[config.mk]
export PLATFORM = sky130hd
export DESIGN_NAME = arilla_bus_arbiter
export DESIGN_NICKNAME = d
export VERILOG_FILES = /design/src/rtl/arilla_bus_arbiter.sv
export SDC_FILE = /design/constraint.sdc
export NUM_CORES = 1
export LEC_CHECK = 0
export BUFFER_PORTS_ARGS = -buffer_cell sky130_fd_sc_hd__buf_2
export CORE_AREA = 2 2 108 110
export DETAILED_ROUTE_END_ITERATION = 8
export DIE_AREA = 0 0 110 112
export PLACE_DENSITY = 0.56
export SLEW_MARGIN = 20
export SYNTH_ARGS = -nofsm -noshare
export SYNTH_HDL_FRONTEND = slang
export SYNTH_SLANG_ARGS = --single-unit
[constraint.sdc]
create_clock -name clk -period 1.81 [get_ports clk]
set_input_delay 0 -clock clk [delete_from_list [all_inputs] [get_ports clk]]
set_output_delay 0 -clock clk [all_outputs]
set_load 0.1 [all_outputs]
[src/rtl/arilla_bus_arbiter.sv]
// Multi-controller arbiter for the arilla bus: one transaction in flight, round-robin or fixed priority,
// with decode-miss and timeout fault completion and a timeout freeze while the bus is intercepted.
module arilla_bus_arbiter #(
  parameter int NumCtl           = 2,
  parameter int DataWidth        = 32,
  parameter int ByteAddressWidth = 32,
  parameter int ByteSize         = 8,
  parameter int ArbMode          = 0,
  parameter int TimeoutCycles    = 256,
  localparam int BytesPerWord     = DataWidth / ByteSize,
  localparam int WordAddressWidth = ByteAddressWidth - $clog2(BytesPerWord)
) (
  input  logic                               clk,
  input  logic                               rst,
  input  logic [NumCtl*DataWidth-1:0]        c_data_ctp,
  input  logic [NumCtl*WordAddressWidth-1:0] c_address,
  input  logic [NumCtl*BytesPerWord-1:0]     c_byte_enable,
  input  logic [NumCtl-1:0]                  c_read,
  input  logic [NumCtl-1:0]                  c_write,
  output logic [DataWidth-1:0]               c_data_ptc,
  output logic [NumCtl-1:0]                  c_available,
  output logic [NumCtl-1:0]                  c_intercept,
  output logic [NumCtl-1:0]                  c_hit,
  output logic [NumCtl-1:0]                  c_fault,
  output logic [DataWidth-1:0]               p_data_ctp,
  output logic [WordAddressWidth-1:0]        p_address,
  output logic [BytesPerWord-1:0]            p_byte_enable,
  output logic                               p_read,
  output logic                               p_write,
  input  logic [DataWidth-1:0]               p_data_ptc,
  input  logic                               p_available,
  input  logic                               p_intercept,
  input  logic                               p_hit,
  output logic [NumCtl-1:0]                  grant
);

  localparam int WaitWidth = (TimeoutCycles > 0) ? $clog2(TimeoutCycles + 1) : 1;
  localparam int PtrWidth  = (NumCtl > 1) ? $clog2(NumCtl) : 1;
  localparam logic [WaitWidth-1:0] WaitLast = WaitWidth'((TimeoutCycles > 0) ? TimeoutCycles - 1 : 0);
  localparam logic [PtrWidth-1:0]  PtrLast  = PtrWidth'(NumCtl - 1);

  localparam logic [0:0] ST_IDLE = 1'b0;
  localparam logic [0:0] ST_BUSY = 1'b1;

  logic [0:0]           state;
  logic [PtrWidth-1:0]  grant_idx;
  logic [PtrWidth-1:0]  rr_ptr;
  logic [PtrWidth-1:0]  win_idx;
  logic [WaitWidth-1:0] wait_cnt;
  logic [NumCtl-1:0]    req;
  logic                 busy, rd_g, wr_g, req_g, abort;
  logic                 cpl_ok, cpl_miss, cpl_tmo, fault, done;

  assign req  = c_read | c_write;
  assign busy = (state == ST_BUSY);

  always_comb begin
    logic                found;
    logic [PtrWidth:0]   sum;
    win_idx = '0;
    found   = 1'b0;
    sum     = '0;
    if (ArbMode == 1) begin
      for (int i = NumCtl - 1; i >= 0; i--) begin
        if (req[i]) win_idx = PtrWidth'(i);
      end
    end else begin
      // scan from rr_ptr upward, wrapping past the last controller
      for (int k = 0; k < NumCtl; k++) begin
        sum = {1'b0, rr_ptr} + (PtrWidth + 1)'(k);
        if (sum >= (PtrWidth + 1)'(NumCtl)) sum = sum - (PtrWidth + 1)'(NumCtl);
        if (!found && req[sum[PtrWidth-1:0]]) begin
          win_idx = sum[PtrWidth-1:0];
          found   = 1'b1;
        end
      end
    end
  end

  assign rd_g     = c_read[grant_idx];
  assign wr_g     = c_write[grant_idx];
  assign req_g    = busy & (rd_g | wr_g);
  assign abort    = busy & ~(rd_g | wr_g);
  assign cpl_ok   = req_g & p_available;
  assign cpl_miss = req_g & ~p_available & ~p_hit;
  // a frozen (intercepted) bus must not time out
  assign cpl_tmo  = (TimeoutCycles > 0) && req_g && !p_available && p_hit && !p_intercept &&
                    (wait_cnt == WaitLast);
  assign fault    = cpl_miss | cpl_tmo;
  assign done     = cpl_ok | fault | abort;

  assign p_read        = req_g & rd_g & ~fault;
  assign p_write       = req_g & wr_g & ~fault;
  assign p_data_ctp    = busy ? c_data_ctp[int'(grant_idx)*DataWidth +: DataWidth] : '0;
  assign p_address     = busy ? c_address[int'(grant_idx)*WordAddressWidth +: WordAddressWidth] : '0;
  assign p_byte_enable = busy ? c_byte_enable[int'(grant_idx)*BytesPerWord +: BytesPerWord] : '0;

  assign c_data_ptc  = cpl_ok ? p_data_ptc : '0;
  assign c_available = grant & {NumCtl{cpl_ok | fault}};
  assign c_fault     = grant & {NumCtl{fault}};
  assign c_hit       = grant & {NumCtl{p_hit}};
  assign c_intercept = grant & {NumCtl{p_intercept}};

  always_ff @(posedge clk or posedge rst) begin
    if (rst) begin
      state     <= ST_IDLE;
      grant     <= '0;
      grant_idx <= '0;
      rr_ptr    <= '0;
      wait_cnt  <= '0;
    end else begin
      case (state)
        ST_IDLE: begin
          if (|req) begin
            state     <= ST_BUSY;
            grant     <= NumCtl'(1) << win_idx;
            grant_idx <= win_idx;
            wait_cnt  <= '0;
          end
        end
        ST_BUSY: begin
          if (done) begin
            state    <= ST_IDLE;
            grant    <= '0;
            wait_cnt <= '0;
            if ((cpl_ok || fault) && ArbMode == 0) begin
              rr_ptr <= (grant_idx == PtrLast) ? '0 : grant_idx + 1'b1;
            end
          end else if (!p_intercept && TimeoutCycles > 0) begin
            wait_cnt <= wait_cnt + 1'b1;
          end
        end
        default: state <= ST_IDLE;
      endcase
    end
  end

endmodule

==> impl_metrics.tcl <==
set metrics [dict create \
    initialDrtViolationCount 109 \
    critical_path_most_common_cell "sky130_fd_sc_hd__ha_2" \
    setup.worst_path.end_class "output pin" \
    cts.path.max_buffers 2 \
    global_route_wire_length_before_repair_um 17020 \
    io_pins 283 \
    synthTopCellsByCount "sky130_fd_sc_hd__mux2i_1, sky130_fd_sc_hd__nor2b_1, sky130_fd_sc_hd__and3_1, sky130_fd_sc_hd__nor2_1, sky130_fd_sc_hd__dfrtp_1" \
    cts_root_buf "sky130_fd_sc_hd__clkbuf_16" \
    rsz0062_at_grt "true" \
    groute.usage.overall 0.1743 \
    final_core_utilization 0.5407 \
    routed_wl_um 11400 \
    grt_antenna_before_repair 1 \
    post_detail_place_hpwl_um 9498 \
    cp_slowest_cell "sky130_fd_sc_hd__dfrtp_1" \
    final_net_count 752 \
    worst_ir_drop_vdd_mv 1.074 \
    fmax_ghz 0.5141 \
    final.setup.worst_slack_ns -0.1351 \
    hold_depth 2 \
    maxSlewHeadroom 0.4322 \
    wl_per_cell_um 15.85 \
    ctsHtreeMaxLevel 1 \
    die_area_um2 12320 \
    synth.yosys.warnings 0 \
    syn_area_per_cell_um2 7.914 \
    die_height_um 112 \
    synth_top_flop_cell "sky130_fd_sc_hd__dfrtp_1" \
    worst_ep_required_time_ns 1.81 \
    p_total_w 0.01069 \
    post_synth_top_area_share 0.2945 \
    finalCriticalPeriod_ns 1.945 \
    buffer_ports.inserted 282 \
    syn-num-nets 467 \
    grt-ovfl-total 0 \
    timing.critical_path.cells "ha_2 -> nand3_2 -> nor2_2 -> ha_2 -> nand2b_4 -> and3b_2 -> buf_6 -> nor3_4 -> buf_12" \
    yosys_register_bits 14 \
    floorplan_die_width_um 110 \
    skew_ns 0.003589 \
    synth_seq_area_share 0.1516 \
    clock_sink_count 14 \
    worst_setup_hold_path_clk_slew_ns 0.05 \
    start_kind "register" \
    min_period_over_period 1.075 \
    synth-edff-count 0 \
    numCtsBuffers 3 \
    finalHoldViolCount 0 \
    finalSetupViolations 26 \
    synth-async-reset-ratio 1.000 \
    drv_cap 0 \
    antenna_cells 0 \
    post_route_cells_drive_above_1_share 0.7170 \
    flop_to_flop_setup_slack_ns -0.12 \
    synth.cell_area_um2 2311 \
    synth_cell_types 39 \
    synth.largest_area_cell "sky130_fd_sc_hd__mux2i_1" \
    fp-row-count 39 \
    drc 0 \
    syn_to_final_growth_pct 161.5 \
    worst_margin_slew_ns 0.8447 \
    avgViaCountPerCell 4.572 \
    tritoncts "yes" \
    clock_latency_ns 0.24 \
    synth_cells 292 \
    power.density_cell_area_nw_per_um2 1769 \
    cp_max_fo 3 \
    worstHoldStart "p_intercept" \
    floorplan.initialDensity 0.2068 \
    criticalPathCategory "register to output pin" \
    maximum_number_of_pins_on_one_net_before_global_route_repair 49 \
    p_leak_nw 2.948 \
    first_pass_iters 4 \
    dr_total_vias 3287 \
    status "complete, but fails checks" \
    core_area_um2 11170 \
    whs_endpoint "wait_cnt[8]$_DFFE_PP0P_" \
    hold_path.class "primary input to register" \
    slew_viol_final 0 \
    synth.top_cells.by_area "sky130_fd_sc_hd__mux2i_1, sky130_fd_sc_hd__nor2b_1, sky130_fd_sc_hd__dfrtp_1" \
    critical_path_arrival_ns 1.95 \
    r2r-start "wait_cnt[0]$_DFFE_PP0P_" \
    critical-path-max-stage-delay_ns 0.37 \
    synthMostInstantiatedCell "sky130_fd_sc_hd__mux2i_1" \
    final_weighted_congestion_in_routability_driven_placement 0.8198 \
    violations "setup timing" \
    drt.antenna.violating_nets 0 \
    rr_worst_depth 10 \
    r2r-end "wait_cnt[0]$_DFFE_PP0P_" \
    first_global_vias 3455 \
]
## power by group
group | total (W) | switching (W) | internal, W
combinational | 0.00978 | 0.00631 | 0.00347
clock | 0.000465 | 0.000130 | 0.000335
sequential | 0.000438 | 0.0000694 | 0.000369
## cells by family after synthesis
group	share of synthesized area
AO/OA/AOI/OAI	0.09855
flip-flops	0.1516
buffers and inverters	0.06605
AND/OR/NAND/NOR	0.3785
adder cells (fa/ha/maj)	0.01083
multiplexers	0.2945
## stage by stage
stage / hold WS, ns / area, um2 / instances / setup WS [ns] / setup TNS (ns)
after floorplan: -0.1108 / 2537 / 292 / -0.2489 / -0.4945
after global placement: 0.07742 / 5733 / 710 / 0.04262 / 0
after detailed placement: 0.08281 / 5733 / 710 / 0.01514 / 0
after CTS: 0.07243 / 5958 / 717 / -0.1299 / -1.085
after global routing: 0.1378 / 6042 / 719 / -0.2214 / -4.887
final: 0.1143 / 6042 / 719 / -0.1351 / -1.718
## worst max-delay path, delay by kind of cell (launching register included)
kind          cells  cell delay (ns)
simple gates      5             0.60
flops             1             0.37
fa+ha+maj         2             0.40
buf+inv           2             0.33
## cell usage in the layout (no fill, tap or decap), types with 4 or more instances in the layout
cell                        instances
sky130_fd_sc_hd__nor2_4             4
sky130_fd_sc_hd__and3_4             9
sky130_fd_sc_hd__buf_6              5
sky130_fd_sc_hd__and3_1            22
sky130_fd_sc_hd__inv_1             10
sky130_fd_sc_hd__clkbuf_16          4
sky130_fd_sc_hd__buf_4             14
sky130_fd_sc_hd__nor2_1            10
sky130_fd_sc_hd__buf_2            178
sky130_fd_sc_hd__buf_12           105
sky130_fd_sc_hd__a31oi_1            6
sky130_fd_sc_hd__mux2i_1           68
sky130_fd_sc_hd__o21ai_0            4
sky130_fd_sc_hd__and2_1             4
sky130_fd_sc_hd__nor2b_2           66
sky130_fd_sc_hd__dfrtp_1           12
## registers in the layout (all words and copies together), names as in the netlist
signal,count
wait_cnt,9
grant,2
busy,1
grant_idx,1
rr_ptr,1
## metal layers
metal  vias up  wire length, um  GRT usage
met4         2              127    0.02785
li1       1605                -          -
met2       135             6546     0.3374
met3        14              585    0.03044
met1      1531             4126     0.1965
met5         -               13          0
## layout make-up
cell class	instances	area, um2
timing repair buffer	305	3217
clock buffer	4	88.84
inverter	10	37.54
fill	957	5132
multi-input combinational	243	2165
tap	143	178.9
sequential	14	355.3
## timing repair
| action | 4_1_cts | 5_1_grt |
|---|---|---|
| pin swaps | 18 | 7 |
| hold endpoints to repair | 14 | 0 |
| buffers inserted | 2 | 1 |
| setup endpoints to repair | 16 | 78 |
| cloned | 0 | 1 |
| hold buffers | 1 | 0 |
| gates resized for setup | 25 | 10 |
## how the worst max path moves through the flow
stage | startpoint | end | slack (ns)
2_1_floorplan | grant[0]$_DFFE_PP0P_ | c_available[0] | -0.25
3_3_place_gp | wait_cnt[0]$_DFFE_PP0P_ | c_available[1] | 0.04
3_5_place_dp | wait_cnt[0]$_DFFE_PP0P_ | wait_cnt[3]$_DFFE_PP0P_ | 0.02
4_1_cts | wait_cnt[0]$_DFFE_PP0P_ | c_available[1] | -0.13
5_1_grt | wait_cnt[1]$_DFFE_PP0P_ | c_available[0] | -0.22
6_report | wait_cnt[1]$_DFFE_PP0P_ | c_available[1] | -0.14
Note: power is estimated with default switching activity, not from simulation.
